### src/rtl/zephyr_pkg.sv
// Shared encodings for the zregctl register-file sequencer and its ALU.
package zephyr_pkg;

  typedef enum logic [1:0] {
    OP_MOV = 2'b00,
    OP_ADD = 2'b01,
    OP_SUB = 2'b10,
    OP_LDI = 2'b11
  } op_e;

  typedef enum logic [1:0] {
    IDLE = 2'b00,
    RD_A = 2'b01,
    RD_B = 2'b10,
    WR   = 2'b11
  } state_e;

  localparam logic RF_OP_READ  = 1'b0;
  localparam logic RF_OP_WRITE = 1'b1;

endpackage

### src/rtl/zalu.sv
// 8-bit add/subtract; carry_o is the carry-out on add and the borrow (a < b) on subtract.
module zalu (
  input  logic       sub_i,
  input  logic [7:0] a_i,
  input  logic [7:0] b_i,
  output logic [7:0] res_o,
  output logic       carry_o
);

  logic [8:0] sum;

  always_comb begin
    if (sub_i) sum = {1'b0, a_i} - {1'b0, b_i};
    else       sum = {1'b0, a_i} + {1'b0, b_i};
  end

  assign res_o   = sum[7:0];
  assign carry_o = sum[8];

endmodule

### src/rtl/zregctl.sv
// Sequences MOV/ADD/SUB/LDI over an external 4-entry register file:
// read rd, read rs, then write the result back to rd.
//
// state | meaning
// IDLE  | ready for an instruction, no register-file access
// RD_A  | read rd into operand A (ADD/SUB only)
// RD_B  | read rs into operand B (ADD/SUB/MOV)
// WR    | write result to rd, pulse DONE, update RESULT/flags
module zregctl
  import zephyr_pkg::*;
(
  input  logic       CLK,
  input  logic       RST,
  input  logic       INSTR_VALID,
  output logic       INSTR_READY,
  input  logic [7:0] INSTR,
  output logic       RF_EN,
  output logic       RF_OPCODE,
  output logic [1:0] RF_SEL,
  output logic [7:0] RF_WDATA,
  input  logic [7:0] RF_RDATA,
  output logic       DONE,
  output logic [7:0] RESULT,
  output logic       FLAG_Z,
  output logic       FLAG_C
);

  state_e     state_q, state_d;
  logic [7:0] instr_q;
  logic [7:0] opa_q, opb_q;
  logic [7:0] result_q;
  logic       flag_z_q, flag_c_q;

  op_e        op;
  logic [1:0] rd, rs;
  logic [7:0] alu_res, wr_data;
  logic       alu_c;

  assign op = op_e'(instr_q[7:6]);
  assign rd = instr_q[5:4];
  assign rs = instr_q[3:2];

  zalu u_alu (
    .sub_i   (op == OP_SUB),
    .a_i     (opa_q),
    .b_i     (opb_q),
    .res_o   (alu_res),
    .carry_o (alu_c)
  );

  always_comb begin
    unique case (op)
      OP_MOV:  wr_data = opb_q;
      OP_LDI:  wr_data = {4'h0, instr_q[3:0]};
      default: wr_data = alu_res;
    endcase
  end

  always_comb begin
    state_d     = state_q;
    INSTR_READY = 1'b0;
    RF_EN       = 1'b0;
    RF_OPCODE   = RF_OP_READ;
    RF_SEL      = 2'd0;
    RF_WDATA    = 8'h00;
    DONE        = 1'b0;
    unique case (state_q)
      IDLE: begin
        INSTR_READY = 1'b1;
        if (INSTR_VALID) begin
          unique case (op_e'(INSTR[7:6]))
            OP_MOV:  state_d = RD_B;
            OP_LDI:  state_d = WR;
            default: state_d = RD_A;
          endcase
        end
      end
      RD_A: begin
        RF_EN   = 1'b1;
        RF_SEL  = rd;
        state_d = RD_B;
      end
      RD_B: begin
        RF_EN   = 1'b1;
        RF_SEL  = rs;
        state_d = WR;
      end
      WR: begin
        RF_EN     = 1'b1;
        RF_OPCODE = RF_OP_WRITE;
        RF_SEL    = rd;
        RF_WDATA  = wr_data;
        DONE      = 1'b1;
        state_d   = IDLE;
      end
      default: state_d = IDLE;
    endcase
  end

  always_ff @(posedge CLK or posedge RST) begin
    if (RST) begin
      state_q  <= IDLE;
      instr_q  <= 8'h00;
      opa_q    <= 8'h00;
      opb_q    <= 8'h00;
      result_q <= 8'h00;
      flag_z_q <= 1'b0;
      flag_c_q <= 1'b0;
    end else begin
      state_q <= state_d;
      if (state_q == IDLE && INSTR_VALID) instr_q <= INSTR;
      if (state_q == RD_A) opa_q <= RF_RDATA;
      if (state_q == RD_B) opb_q <= RF_RDATA;
      if (state_q == WR) begin
        result_q <= wr_data;
        flag_z_q <= (wr_data == 8'h00);
        // Carry is architectural state of the arithmetic ops only.
        if (op == OP_ADD || op == OP_SUB) flag_c_q <= alu_c;
      end
    end
  end

  assign RESULT = result_q;
  assign FLAG_Z = flag_z_q;
  assign FLAG_C = flag_c_q;

endmodule
### config.mk
export PLATFORM = sky130hd
export DESIGN_NAME = zregctl
export DESIGN_NICKNAME = d
export VERILOG_FILES = /design/src/rtl/zephyr_pkg.sv /design/src/rtl/zalu.sv /design/src/rtl/zregctl.sv
export SDC_FILE = /design/constraint.sdc
export NUM_CORES = 1
export LEC_CHECK = 0
export ABC_AREA = 0
export CORE_ASPECT_RATIO = 1.75
export CORE_MARGIN = 4
export CORE_UTILIZATION = 55
export DETAILED_ROUTE_END_ITERATION = 8
export HOLD_SLACK_MARGIN = 0.03
export PLACE_DENSITY = 0.81
export RECOVER_POWER = 50
export SLEW_MARGIN = 20
export SYNTH_ARGS = -nofsm -noshare
export SYNTH_HDL_FRONTEND = slang
export SYNTH_SLANG_ARGS = --single-unit
### constraint.sdc
create_clock -name CLK -period 10.3 [get_ports CLK]
set_clock_uncertainty 0.15 [all_clocks]
set_input_delay 2.06 -clock CLK [delete_from_list [all_inputs] [get_ports CLK]]
set_output_delay 2.06 -clock CLK [all_outputs]
set_load 0.05 [all_outputs]
==> results.yml, run 1 <==
status:
  status: "complete, but fails checks"
  violations: "max-capacitance violations, max-slew violations"
route:
  ant_nets: 0
  dr.pass1.iters: 4
  drc: 0
  vias: 1700
  wl_per_cell_um: 15.59
  wl_mm: 4.694
  drt_iter0_drc: 17
  routed_via_density: 5.648
global_route:
  grt.total_usage_pct: 20.32
  use_met1_pct: 20.16
  grt_overflow: 0
  met3_usage_pct: 4.864
  first_global_vias: 1785
  grt_pass1_wl_mm: 7.990
  grt_max_degree: 37
  grt_use_met2_pct: 39.03
  antenna_found_initial: 0
  grt_busiest_layer: "met2"
floorplan:
  core_area_sq_mm: 0.003701
  start_util_pct: 58.28
  pin_count: 43
  die_area_sq_mm: 0.005027
  row_count: 29
  die_width_um: 55.34
  chipHeight_um: 90.85
layout:
  drive_gt1_share_pct: 12.16
  n_antenna_cell: 0
  instances_no_fill: 301
  fin_area_sq_mm: 0.002690
  syn_to_final_growth_pct: 24.71
  multi_input_area_sq_mm: 0.001161
  seqCellArea_sq_um: 900.9
  fillers: 314
  final_nets: 292
sta:
  finalSetupViolations: 0
  slew_headroom_pct: -25.85
  worstMarginPinSlew_ps: 1888
  fin_crit_ps: 5958
  slew_violations: 37
  tns_ps: 0
  rsz0062_at_grt: "false"
  timing.final.crit_share_pct: 57.84
  finalHoldViolCount: 0
  fmax_mhz: 167.9
yosys:
  seq_area_frac_synth_pct: 41.76
  yosys_warnings: 0
  synth_area_sq_mm: 0.002157
  netlist_top_cells_count: "dfrtp_1, mux2_2, ha_1"
  synth-main-ff-cell: "dfrtp_1"
  synth_edf_count: 0
  ys_top_cells_by_area: "dfrtp_1, mux2_2, ha_1, xnor2_1, nor2_1"
  synth_cells: 211
  ys_ff_latch: 36
  synth_fp_nets: 249
  synth_area_per_cell_sq_um: 10.22
  yosys.area.top_type: "dfrtp_1"
  post-synth-top-count-cell: "dfrtp_1"
  synth_top_area_share_pct: 41.76
  async_flop_share_pct: 100.0
  synthDistinctLibCells: 42
placement:
  port_buffers: 42
  dp.cells: 293
  post_dp_cell_area_sq_mm: 0.002611
  gp_congestion: 0.8433
  hpwlAfterDp_mm: 3.686
clock_tree:
  hold_buffers: 0
  root_buffer: "clkbuf_8"
  htree_levels: 2
  post_cts_buffers: 0
  path_clk_slew_ps: 70
  clkLatencyLatePin_ps: 290
  cts_buffer_depth: 2
  cts_resized: 0
  clock-sinks: 36
  cts_buffers: 5
  cts_tree: "done"
worst_setup_path:
  arrival_ps: 3750
  max_stage_delay_ps: 810
  cp_slowest_cell: "clkdlybuf4s50_1"
  critical_path_required_ps: 8090
  endpoint_kind: "output port"
  crit_fanout: 8
  cpLargestDelayFamily: "buffers and inverters"
  path_cells: "inv_1 > ha_1 > mux2_1 > inv_1 > ha_1 > nor2b_1 > o31a_2 > o41ai_2 > xnor2_1 > a22oi_2 > nor2_1 > clkdlybuf4s50_1"
  crit_type: "reg2out"
  path_buf_inv: 3
  start_kind: "flip-flop"
hold_path:
  hold_class: "reg2reg"
run:
  timing.max_cap.violations: 1
cells by family after synthesis:
family	Yosys count	share of synthesized area, %
buf+inv	22	4.060
flops	36	41.76
xor+xnor	8	3.248
compound gates	51	16.47
fa+ha+maj	19	11.37
simple gates	54	12.12
mux	21	10.96
sequential cells by signal, summed over array words and instances (netlist names):
| name | flops |
|---|---|
| opa_q | 8 |
| RESULT | 8 |
| opb_q | 8 |
| FLAG_Z | 1 |
| state_q | 2 |
| instr_q | 8 |
| FLAG_C | 1 |
layer usage:
| metal | share of wire (%) | wire (um) |
|---|---|---|
| met5 | 0 | 0 |
| met4 | 1.7 | 81 |
| met3 | 4.0 | 186 |
| met2 | 58 | 2706 |
| met1 | 37 | 1720 |
through the flow:
step           hold slack, ps  utilization, %  setup slack [ps]
2_1_floorplan           322.8               -              4665
3_3_place_gp            310.2           70.55              4754
3_5_place_dp            325.2           70.55              4680
4_1_cts                 341.1           72.99              4359
5_1_grt                 361.3           72.68              4133
6_report                335.3           72.68              4342
cells in the final DEF (no fill, tap or decap), types with 2 or more instances in the layout:
cell type and n:
and3_1 2, clkbuf_8 6, nor3_1 4, a21oi_1 12, a31oi_1 2, xnor2_1 8, o21ai_0 10, mux2_2 20
dlygate4sd3_1 7, nor2b_1 2, or3_1 2, inv_1 14, o21ai_1 3, ha_1 18, nand2b_1 6, clkdlybuf4s50_1 35
nor2_1 17, nand2_1 13, dfrtp_1 36, nor4_1 3, a221oi_1 2, o21a_1 2, clkbuf_1 3, a21o_1 6
nand3_1 3
area by class of cell:
type | instances | share of cell area, %
clock buffer | 8 | 3.349
inverter | 15 | 2.093
timing repair buffer | 43 | 15.77
sequential | 36 | 33.49
tap | 46 | 2.140
multi-input combinational | 153 | 43.16
final timing paths:
kind                                  from          end  slack [ps]  depth (start not counted)
worst max register to register  instr_q[6]       FLAG_Z        7220                         11
worst max-delay path            instr_q[6]  RF_WDATA[7]        4340                         12
worst min-delay path             RESULT[1]    RESULT[1]         340                          1
min in group asynchronous              RST   state_q[1]        2730                          3
worst min register to register   RESULT[1]    RESULT[1]         340                          1
max in group asynchronous              RST    RESULT[4]        6180                          3
Power of run 1 is not shown: default switching activity piles up to over one toggle a cycle in this logic, so the estimate is an artifact.
==> inputs of run 2 (changes only) <==
Settings changed: CORE_UTILIZATION 55 to 51, PLACE_DENSITY 0.81 to 0.76.
Clock period 10.3 ns to 5.8 ns, I/O delays scaled along.
==> run 2 against run 1 <==
The flow still finishes with violations (max-capacitance violations, max-slew violations). Global-route usage down 0.76 points. Sequential share of layout area down 0.22 points. First-iteration DRC count rose to 3.2 times the previous value. Count of clock-buffer cells in the layout down 1. Sequential cell count unchanged. Final cell count up 0.66%. Critical path depth unchanged. Worst setup slack worse by 3600 ps. Highest routed layer unchanged.
==> results.yml, run 2 (synthesized netlist as in run 1, its figures left out) <==
worst_setup_path:
  crit_fanout: 8
  critical_path_required_ps: 4490
  crit_type: "reg2out"
  max_stage_delay_ps: 810
  path_buf_inv: 3
  cp_slowest_cell: "clkdlybuf4s50_1"
  path_cells: "inv_1 > ha_1 > mux2_2 > inv_1 > ha_1 > nor2b_4 > o31a_2 > o41ai_2 > xnor2_1 > a22oi_2 > nor2_1 > clkdlybuf4s50_1"
  rr_endpoint: "FLAG_Z"
  endpoint_kind: "output port"
  cpLargestDelayFamily: "buffers and inverters"
  start_kind: "flip-flop"
  worstReg2RegStart: "instr_q[6]"
  r2r_cells: 11
  arrival_ps: 3750
  reg2reg_slack_ps: 2720
floorplan:
  die_area_sq_mm: 0.005375
  row_count: 31
  chipHeight_um: 94.03
  start_util_pct: 52.47
  pin_count: 43
  die_width_um: 57.16
  core_area_sq_mm: 0.004111
sta:
  slew_headroom_pct: -28.37
  rsz0062_at_grt: "false"
  finalHoldViolCount: 0
  fin_crit_ps: 5055
  finalSetupViolations: 0
  slew_violations: 37
  fmax_mhz: 197.8
  timing.final.crit_share_pct: 87.16
  worstMarginPinSlew_ps: 1926
  tns_ps: 0
route:
  wl_mm: 4.581
  drt_iter0_drc: 54
  routed_via_density: 5.535
  ant_nets: 0
  vias: 1677
  dr.pass1.iters: 4
  drc: 0
  wl_per_cell_um: 15.12
clock_tree:
  clkLatencyLatePin_ps: 290
  htree_levels: 2
  hold_buffers: 0
  root_buffer: "clkbuf_8"
  cts_buffers: 5
  cts_tree: "done"
  path_clk_slew_ps: 70
  cts_buffer_depth: 2
  post_cts_buffers: 0
  cts_resized: 0
  clock-sinks: 36
layout:
  fillers: 349
  final_nets: 292
  n_antenna_cell: 0
  mostFrequentLayoutCells: "dfrtp_1, clkdlybuf4s50_1, mux2_2"
  drive_gt1_share_pct: 13.39
  final_common_cell: "dfrtp_1"
  syn_to_final_growth_pct: 25.52
hold_path:
  worstHoldStart: "RESULT[3]"
  min_to: "RESULT[3]"
  min_path_cells: 1
  hold_class: "reg2reg"
placement:
  port_buffers: 42
  gp_congestion: 0.8413
  hpwlAfterDp_mm: 3.507
status:
  violations: "max-capacitance violations, max-slew violations"
  status: "complete, but fails checks"
global_route:
  grt_pass1_wl_mm: 7.962
  antenna_found_initial: 0
  grt_max_degree: 37
  grt.total_usage_pct: 19.56
  first_global_vias: 1759
  grt_overflow: 0
run:
  timing.max_cap.violations: 1
[run 2: cell count changes in the layout (fill, tap and decap cells not counted)]
cell / change
mux2_2: +1
clkbuf_8: +1
mux2_1: -1
dlygate4sd3_1: +2
and2_0: -1
nor2b_4: +1
nor2b_1: -1
clkbuf_1: -2
clkdlybuf4s50_1: -2
and2_1: +1
[run 2: area by class of cell]
cell class                      instances  area [sq um]  share of cell area, %
Clock buffer                            7         96.34                  3.558
Inverter                               15         56.30                  2.079
Multi-Input combinational cell        153          1169                  43.16
Sequential cell                        36         900.9                  33.27
Tap cell                               49         61.31                  2.264
Timing Repair Buffer                   43         424.2                  15.67
[run 2: how the worst max path moves through the flow]
stage | startpoint | cells past startpoint | endpoint | slack (ps)
after floorplan | instr_q[6] | 9 | RF_WDATA[3] | 1070
after global placement | instr_q[6] | 12 | RF_WDATA[7] | 1150
after detailed placement | instr_q[6] | 12 | RF_WDATA[7] | 1090
after CTS | instr_q[6] | 12 | RF_WDATA[7] | 720
after global routing | instr_q[6] | 12 | RF_WDATA[7] | 510
final | instr_q[6] | 12 | RF_WDATA[7] | 740
[run 2: per-layer routing]
layer | share of wire [%] | vias up | global-route usage [%]
met2 | 56 | 37 | 36.45
li1 | - | 832 | -
met4 | 2.3 | 0 | 8.704
met1 | 38 | 800 | 20.55
met5 | 0 | - | 0
met3 | 3.3 | 8 | 3.851
[run 2: worst register-to-register path, cell delays in order (launching register included)]
cell	delay, ps
dfrtp_1	400
inv_1	90
ha_1	320
mux2_2	400
inv_1	70
ha_1	220
nor2b_4	140
o31a_2	310
o41ai_2	320
xnor2_1	170
a22oi_2	90
a32o_2	290
[run 2: per-stage QoR]
stage,util (%),setup slack [ps],instances,hold WS [ps],cell area [sq um]
5_1_grt,65.86,506.1,303,357.5,2708
6_report,65.86,744.9,303,328.0,2708
3_5_place_dp,63.60,1088,296,317.4,2615
2_1_floorplan,-,1065,211,322.8,2157
3_3_place_gp,63.60,1149,296,310.8,2615
4_1_cts,65.95,722.3,303,332.9,2711
Power of run 2 is left out for the same reason.
